[config.mk]
export PLATFORM = sky130hd
export DESIGN_NAME = inj_sched
export DESIGN_NICKNAME = d
export VERILOG_FILES = /design/src/rtl/inj_pkg.sv /design/src/rtl/inj_rr_pick.sv /design/src/rtl/inj_sched.sv
export SDC_FILE = /design/constraint.sdc
export NUM_CORES = 1
export LEC_CHECK = 0
export CELL_PAD_IN_SITES_DETAIL_PLACEMENT = 0
export CELL_PAD_IN_SITES_GLOBAL_PLACEMENT = 2
export CORE_ASPECT_RATIO = 0.6
export CORE_UTILIZATION = 37
export DETAILED_ROUTE_END_ITERATION = 8
export DONT_BUFFER_PORTS = 1
export MAX_ROUTING_LAYER = met4
export PLACE_DENSITY = 0.72
export SETUP_SLACK_MARGIN = 0.3
export SYNTH_ARGS = -nofsm -noshare
export SYNTH_HDL_FRONTEND = slang
export SYNTH_HIERARCHICAL = 1
export SYNTH_SLANG_ARGS = --single-unit
[constraint.sdc]
create_clock -name clk -period 3.87 [get_ports clk]
set_input_delay 0.5805 -clock clk [delete_from_list [all_inputs] [get_ports clk]]
set_output_delay 0.5805 -clock clk [all_outputs]
set_load 0.005 [all_outputs]
[src/rtl/inj_pkg.sv]
// Shared types and helpers for the injection scheduler.
// Holds the FSM encoding, flit layout and the clog2 helper.
package inj_pkg;

  typedef enum logic [2:0] {
    S_IDLE,
    S_SELECT,
    S_PRIME,
    S_STREAM,
    S_DONE
  } state_e;

  localparam int FLIT_W   = 20;
  localparam int DEST_LSB = 0;
  localparam int DEST_W   = 4;
  localparam int PAY_LSB  = 4;
  localparam int PAY_W    = 16;

  typedef logic [FLIT_W-1:0] flit_t;

  function automatic int clog2(input int v);
    int r;
    r = 0;
    while ((1 << r) < v) r++;
    return r;
  endfunction

endpackage

[src/rtl/inj_rr_pick.sv]
// Combinational round-robin finder: first eligible
// source at or after ptr_i, wrapping around.
module inj_rr_pick
  import inj_pkg::*;
#(
  parameter int N  = 4,
  parameter int IW = 2
) (
  input  logic [N-1:0]  elig_i,
  input  logic [IW-1:0] ptr_i,
  output logic [IW-1:0] idx_o,
  output logic          found_o
);

  int best;
  int d;

  always_comb begin
    idx_o   = '0;
    found_o = 1'b0;
    best    = N;
    d       = 0;
    for (int j = 0; j < N; j++) begin
      if (elig_i[j]) begin
        d = (j + N - int'(ptr_i)) % N;
        if (d < best) begin
          best    = d;
          idx_o   = IW'(j);
          found_o = 1'b1;
        end
      end
    end
  end

endmodule

[src/rtl/inj_sched.sv]
// Round-robin injection scheduler for one router local port.
// Optional sticky protocol checker: INJ_SCHED_ERR_CHK_EN.
module inj_sched
  import inj_pkg::*;
#(
  parameter int N_SRC     = 4,
  parameter int DW        = 20,
  parameter int SRC_DEPTH = 30,
  parameter int QUANTUM   = 4,
  parameter int CREDITS   = 4
) (
  input  logic               clk,
  input  logic               rst,
  input  logic               start,
  output logic [N_SRC-1:0]   src_en,
  input  logic [N_SRC*DW-1:0] src_data,
  input  logic [N_SRC-1:0]   src_valid,
  input  logic               credit_ret,
  output logic [DW-1:0]      out_data,
  output logic               out_valid,
  output logic               all_done,
  output logic               err
);

  localparam int IW = clog2(N_SRC);
  localparam int WW = clog2(SRC_DEPTH + 1);
  localparam int QW = clog2(QUANTUM + 1);
  localparam int CW = clog2(CREDITS + 1);

  localparam logic [WW-1:0] DMAX = WW'(SRC_DEPTH);
  localparam logic [QW-1:0] QMAX = QW'(QUANTUM);
  localparam logic [CW-1:0] CMAX = CW'(CREDITS);
  localparam logic [IW-1:0] LAST = IW'(N_SRC - 1);

  state_e            state_q, state_d;
  logic [IW-1:0]     cur_q, cur_d;
  logic [IW-1:0]     rr_q, rr_d;
  logic [QW-1:0]     quota_q, quota_d;
  logic [CW-1:0]     credit_q, credit_d;
  logic [WW-1:0]     word_q [N_SRC];
  logic [WW-1:0]     word_d [N_SRC];
  logic [N_SRC-1:0]  primed_q, primed_d;
  logic [IW-1:0]     sel_q;
  logic              pend_q;
  logic [DW-1:0]     odata_q;
  logic              ovalid_q;

  logic [N_SRC-1:0]  elig;
  logic [IW-1:0]     pick_idx;
  logic              pick_found;
  logic              take;
  logic              go;
  logic [CW:0]       cred_sum;

  always_comb begin
    for (int i = 0; i < N_SRC; i++) begin
      elig[i] = word_q[i] < DMAX;
    end
  end

  inj_rr_pick #(
    .N  (N_SRC),
    .IW (IW)
  ) u_pick (
    .elig_i  (elig),
    .ptr_i   (rr_q),
    .idx_o   (pick_idx),
    .found_o (pick_found)
  );

  assign go = start && (credit_q != '0)
           && (quota_q < QMAX)
           && (word_q[cur_q] < DMAX);

  always_comb begin
    state_d  = state_q;
    cur_d    = cur_q;
    rr_d     = rr_q;
    quota_d  = quota_q;
    word_d   = word_q;
    primed_d = primed_q;
    src_en   = '0;
    take     = 1'b0;
    unique case (state_q)
      S_IDLE: begin
        if (start) state_d = S_SELECT;
      end
      S_SELECT: begin
        if (!start) begin
          state_d = S_IDLE;
        end else if (!pick_found) begin
          state_d = S_DONE;
        end else begin
          cur_d   = pick_idx;
          quota_d = '0;
          rr_d    = (pick_idx == LAST) ? '0
                  : pick_idx + 1'b1;
          state_d = primed_q[pick_idx] ? S_STREAM
                  : S_PRIME;
        end
      end
      S_PRIME: begin
        if (!start) begin
          state_d = S_IDLE;
        end else begin
          src_en[cur_q]   = 1'b1;
          primed_d[cur_q] = 1'b1;
          state_d         = S_STREAM;
        end
      end
      S_STREAM: begin
        if (!start) begin
          state_d = S_IDLE;
        end else if (go) begin
          src_en[cur_q] = 1'b1;
          take          = 1'b1;
          quota_d       = quota_q + 1'b1;
          word_d[cur_q] = word_q[cur_q] + 1'b1;
          if (quota_d == QMAX
              || word_d[cur_q] == DMAX)
            state_d = S_SELECT;
        end
      end
      S_DONE: begin
        state_d = S_DONE;
      end
      default: state_d = S_IDLE;
    endcase
  end

  // Returns saturate so a spurious credit cannot overfill.
  always_comb begin
    cred_sum = {1'b0, credit_q}
             - {{CW{1'b0}}, take}
             + {{CW{1'b0}}, credit_ret};
    credit_d = (cred_sum > {1'b0, CMAX}) ? CMAX
             : cred_sum[CW-1:0];
  end

  always_ff @(posedge clk or negedge rst) begin
    if (!rst) begin
      state_q  <= S_IDLE;
      cur_q    <= '0;
      rr_q     <= '0;
      quota_q  <= '0;
      credit_q <= CMAX;
      primed_q <= '0;
      for (int i = 0; i < N_SRC; i++) begin
        word_q[i] <= '0;
      end
    end else begin
      state_q  <= state_d;
      cur_q    <= cur_d;
      rr_q     <= rr_d;
      quota_q  <= quota_d;
      credit_q <= credit_d;
      primed_q <= primed_d;
      word_q   <= word_d;
    end
  end

  always_ff @(posedge clk or negedge rst) begin
    if (!rst) begin
      sel_q    <= '0;
      pend_q   <= 1'b0;
      odata_q  <= '0;
      ovalid_q <= 1'b0;
    end else begin
      sel_q    <= cur_q;
      pend_q   <= take;
      ovalid_q <= src_valid[sel_q] & pend_q;
      if (src_valid[sel_q] && pend_q)
        odata_q <= src_data[sel_q*DW +: DW];
    end
  end

  assign out_data  = odata_q;
  assign out_valid = ovalid_q;
  assign all_done  = (state_q == S_DONE);

`ifdef INJ_SCHED_ERR_CHK_EN
  logic err_q;
  logic err_hit;

  always_comb begin
    err_hit = 1'b0;
    for (int i = 0; i < N_SRC; i++) begin
      if (src_valid[i]
          && (!pend_q || IW'(i) != sel_q))
        err_hit = 1'b1;
    end
    if (pend_q && !src_valid[sel_q])
      err_hit = 1'b1;
    if (credit_ret && credit_q == CMAX)
      err_hit = 1'b1;
  end

  always_ff @(posedge clk or negedge rst) begin
    if (!rst)         err_q <= 1'b0;
    else if (err_hit) err_q <= 1'b1;
  end

  assign err = err_q;
`else
  assign err = 1'b0;
`endif

endmodule

==> results.cfg <==
[cts]
clockBufferDepth = 2
h-tree-depth = 3
cts_tree = built
cts_root_buf = clkbuf_16
cts_buffers = 9
clock_latency_ns = 0.33
cts.sinks = 61
clkTransAtPathRegs_ns = 0.05

[layout]
nets = 375
multi_input_area_sq_um = 1960
layout-drive-gt1-share = 0.409
insertedDiodeCount = 0
final_util = 0.449
area_delta_synth_final_pct = 17.1
fill_cells = 866
stdcell_count = 411
seq_area_sq_um = 1530

[logic_synthesis]
syn_avg_cell_area_sq_um = 13.7
syn_nets = 358
syn_area_sq_um = 3550
synth-edff-count = 0
synth_seq_area_share = 0.430
synth_warnings = 6
synthArstFlopShare = 1.00
synth_ff_type = dfrtp_1
syn-instance-count = 259
ys_ff_latch = 61
synth_cell_type_count = 55

[global_routing]
grt_max_degree = 61
grt.overflow.total = 0
grtUsageTotal = 0.175
grt_pass1_wl_um = 12500
antenna_found_initial = 0
grt_pass1_vias = 2233

[pwr]
ir_drop_uv = 428
power_per_cell_area_nw_per_um2 = 834
leakagePower_uw = 0.00186

[setup_path]
required_ns = 4.07
criticalPathCategory = reg2reg
cp_slowest_cell = mux4_2
worstPathCellList = nand4_1, buf_4, nand2_2, a31oi_2, ha_2, o22ai_1, o21ai_1, mux2_4, ha_4, o221a_4, o311ai_4, mux4_2, nand2_1, a31oi_1
cp-end-kind = flop
path_delay_family = compound AO/OA/AOI/OAI gates
slowest_delay_ns = 0.53
startpoint_type = flop
critical_path_buf_inv_count = 1
path_max_fanout = 6
worstPathArrival_ns = 3.72

[sta]
whs_ns = 0.0889
setup_viol = 0
tightest_slew_ns = 0.912
rsz0062_at_grt = true
fin_tns_setup_ns = 0
hold_viol_final = 0
period_needed_ns = 3.51
max_freq_ghz = 0.285
relSlewSlack = 0.390
final.period_utilization = 0.908
slew_violations = 0
fin_skew_ns = 0.00865

[drt]
drtAntennaViolNets = 0
viasPerCell = 5.48
drc = 0
num_vias = 2253
drt-pass1-iter-count = 4
drtIter0Drc = 100
wl_per_cell_um = 19.2
drt-total-wl_um = 7880

[floorplan]
core_region_area_sq_um = 9260
die_w_um = 128
floorplan.initialDensity = 0.383
die-area_sq_um = 10000
rows = 27
die_h_um = 77.9
io-pin-count = 115

[placement]
dp.cells = 385
gp_congestion = 0.760
io_buffers = 0
hpwl_um = 5800

[job]
maxCapViolCount = 0

[status]
status = finished, final reports clean

[min_path]
hold_path_class = in2async
layout by cell type, fill, tap and decap left out, types with 4 or more instances in the layout:
cell / count
a21o_1: 4
mux2_4: 5
nor2b_1: 7
mux4_2: 24
clkbuf_16: 9
buf_4: 16
nand4_1: 4
dfrtp_1: 59
nand2b_1: 4
inv_1: 13
nor2_1: 6
mux2_2: 35
nand2_1: 10
xnor2_1: 6
ha_1: 8
a21oi_1: 4
worst register-to-register path, cell delays in order, from the launching register on:
cell	delay (ns)
dfrtp_1	0.37
nand4_1	0.26
buf_4	0.24
nand2_2	0.10
a31oi_2	0.12
ha_2	0.35
o22ai_1	0.06
o21ai_1	0.23
mux2_4	0.34
ha_4	0.22
o221a_4	0.12
o311ai_4	0.30
mux4_2	0.53
nand2_1	0.09
a31oi_1	0.08
state kept, by name (all words and copies together) (netlist names):
| name | count |
|---|---|
| out_data | 20 |
| word_q | 20 |
| primed_q | 4 |
| credit_q | 3 |
| quota_q | 3 |
| state_q | 3 |
| cur_q | 2 |
| rr_q | 2 |
| sel_q | 2 |
| out_valid | 1 |
| pend_q | 1 |
layout make-up:
class / instances / share of cell area
Multi-Input combinational cell: 174 / 0.471
Sequential cell: 61 / 0.368
Clock buffer: 11 / 0.0608
Tap cell: 130 / 0.0391
Timing Repair Buffer: 17 / 0.0355
Clock inverter: 5 / 0.0142
Inverter: 13 / 0.0117
cell families after synthesis:
| kind of cell | share of synthesized area |
|---|---|
| mux | 0.307 |
| flops | 0.430 |
| buf+inv | 0.0307 |
| fa+ha+maj | 0.0409 |
| xor+xnor | 0.0222 |
| simple gates | 0.0962 |
| compound gates | 0.0719 |
| other cells | 0.00106 |
synthesized netlist by cell type (all sizes together) (3+ instances only):
library cell | number | area [sq um]
o21ai | 4 | 20.0
nor3 | 3 | 15.0
mux4 | 27 | 623
nand3 | 4 | 32.5
a21o | 4 | 30.0
nand2 | 14 | 77.6
inv | 13 | 48.8
nand2b | 4 | 25.0
mux2 | 40 | 465
a21oi | 4 | 20.0
nand4 | 4 | 25.0
buf | 6 | 41.3
nor2b | 7 | 43.8
xnor2 | 6 | 52.6
o311ai | 3 | 33.8
dfrtp | 60 | 1500
xor2 | 3 | 26.3
nor2 | 6 | 22.5
a211oi | 3 | 22.5
clkbuf | 5 | 18.8
ha | 10 | 125
report_power, final:
part	internal [uW]	switching [uW]	total, uW
clock network	533	293	826
logic	909	655	1560
registers	857	216	1070
total	2300	1160	3460
repair_timing:
item                                    4_1_cts  5_1_grt
endpoints found under the hold margin        60        0
hold buffers                                  1        0
pin swaps                                     2        6
gates cloned                                  0        0
gates resized for setup                       1        6
buffers inserted                              4        5
endpoints found under the setup margin        2        4
metrics by stage:
step	instance area (sq um)	total power (uW)	setup slack [ns]
floorplan	3550	2120	0.309
global placement	3700	2430	0.255
detailed placement	3700	2450	0.171
CTS	4080	3320	0.303
global route	4160	3710	0.220
finish	4160	3460	0.356
per-layer routing:
metal,GRT usage,share of wire,vias to the layer above
li1,-,-,1026
met1,0.241,0.48,1130
met2,0.229,0.41,87
met3,0.0655,0.098,10
met4,0.0706,0.016,0
met5,-,0,-
worst paths after layout:
check	startpoint	end	slack, ns	depth (start not counted)
min	rst	credit_q[2]	0.09	0
min in group clk	start	state_q[0]	0.41	2
min reg2reg	primed_q[0]	primed_q[0]	0.45	1
max	word_q[17]	state_q[0]	0.36	14
max in group asynchronous	rst	cur_q[0]	3.48	1
max reg2reg	word_q[17]	state_q[0]	0.36	14
Power figures use the tool's default switching activity.
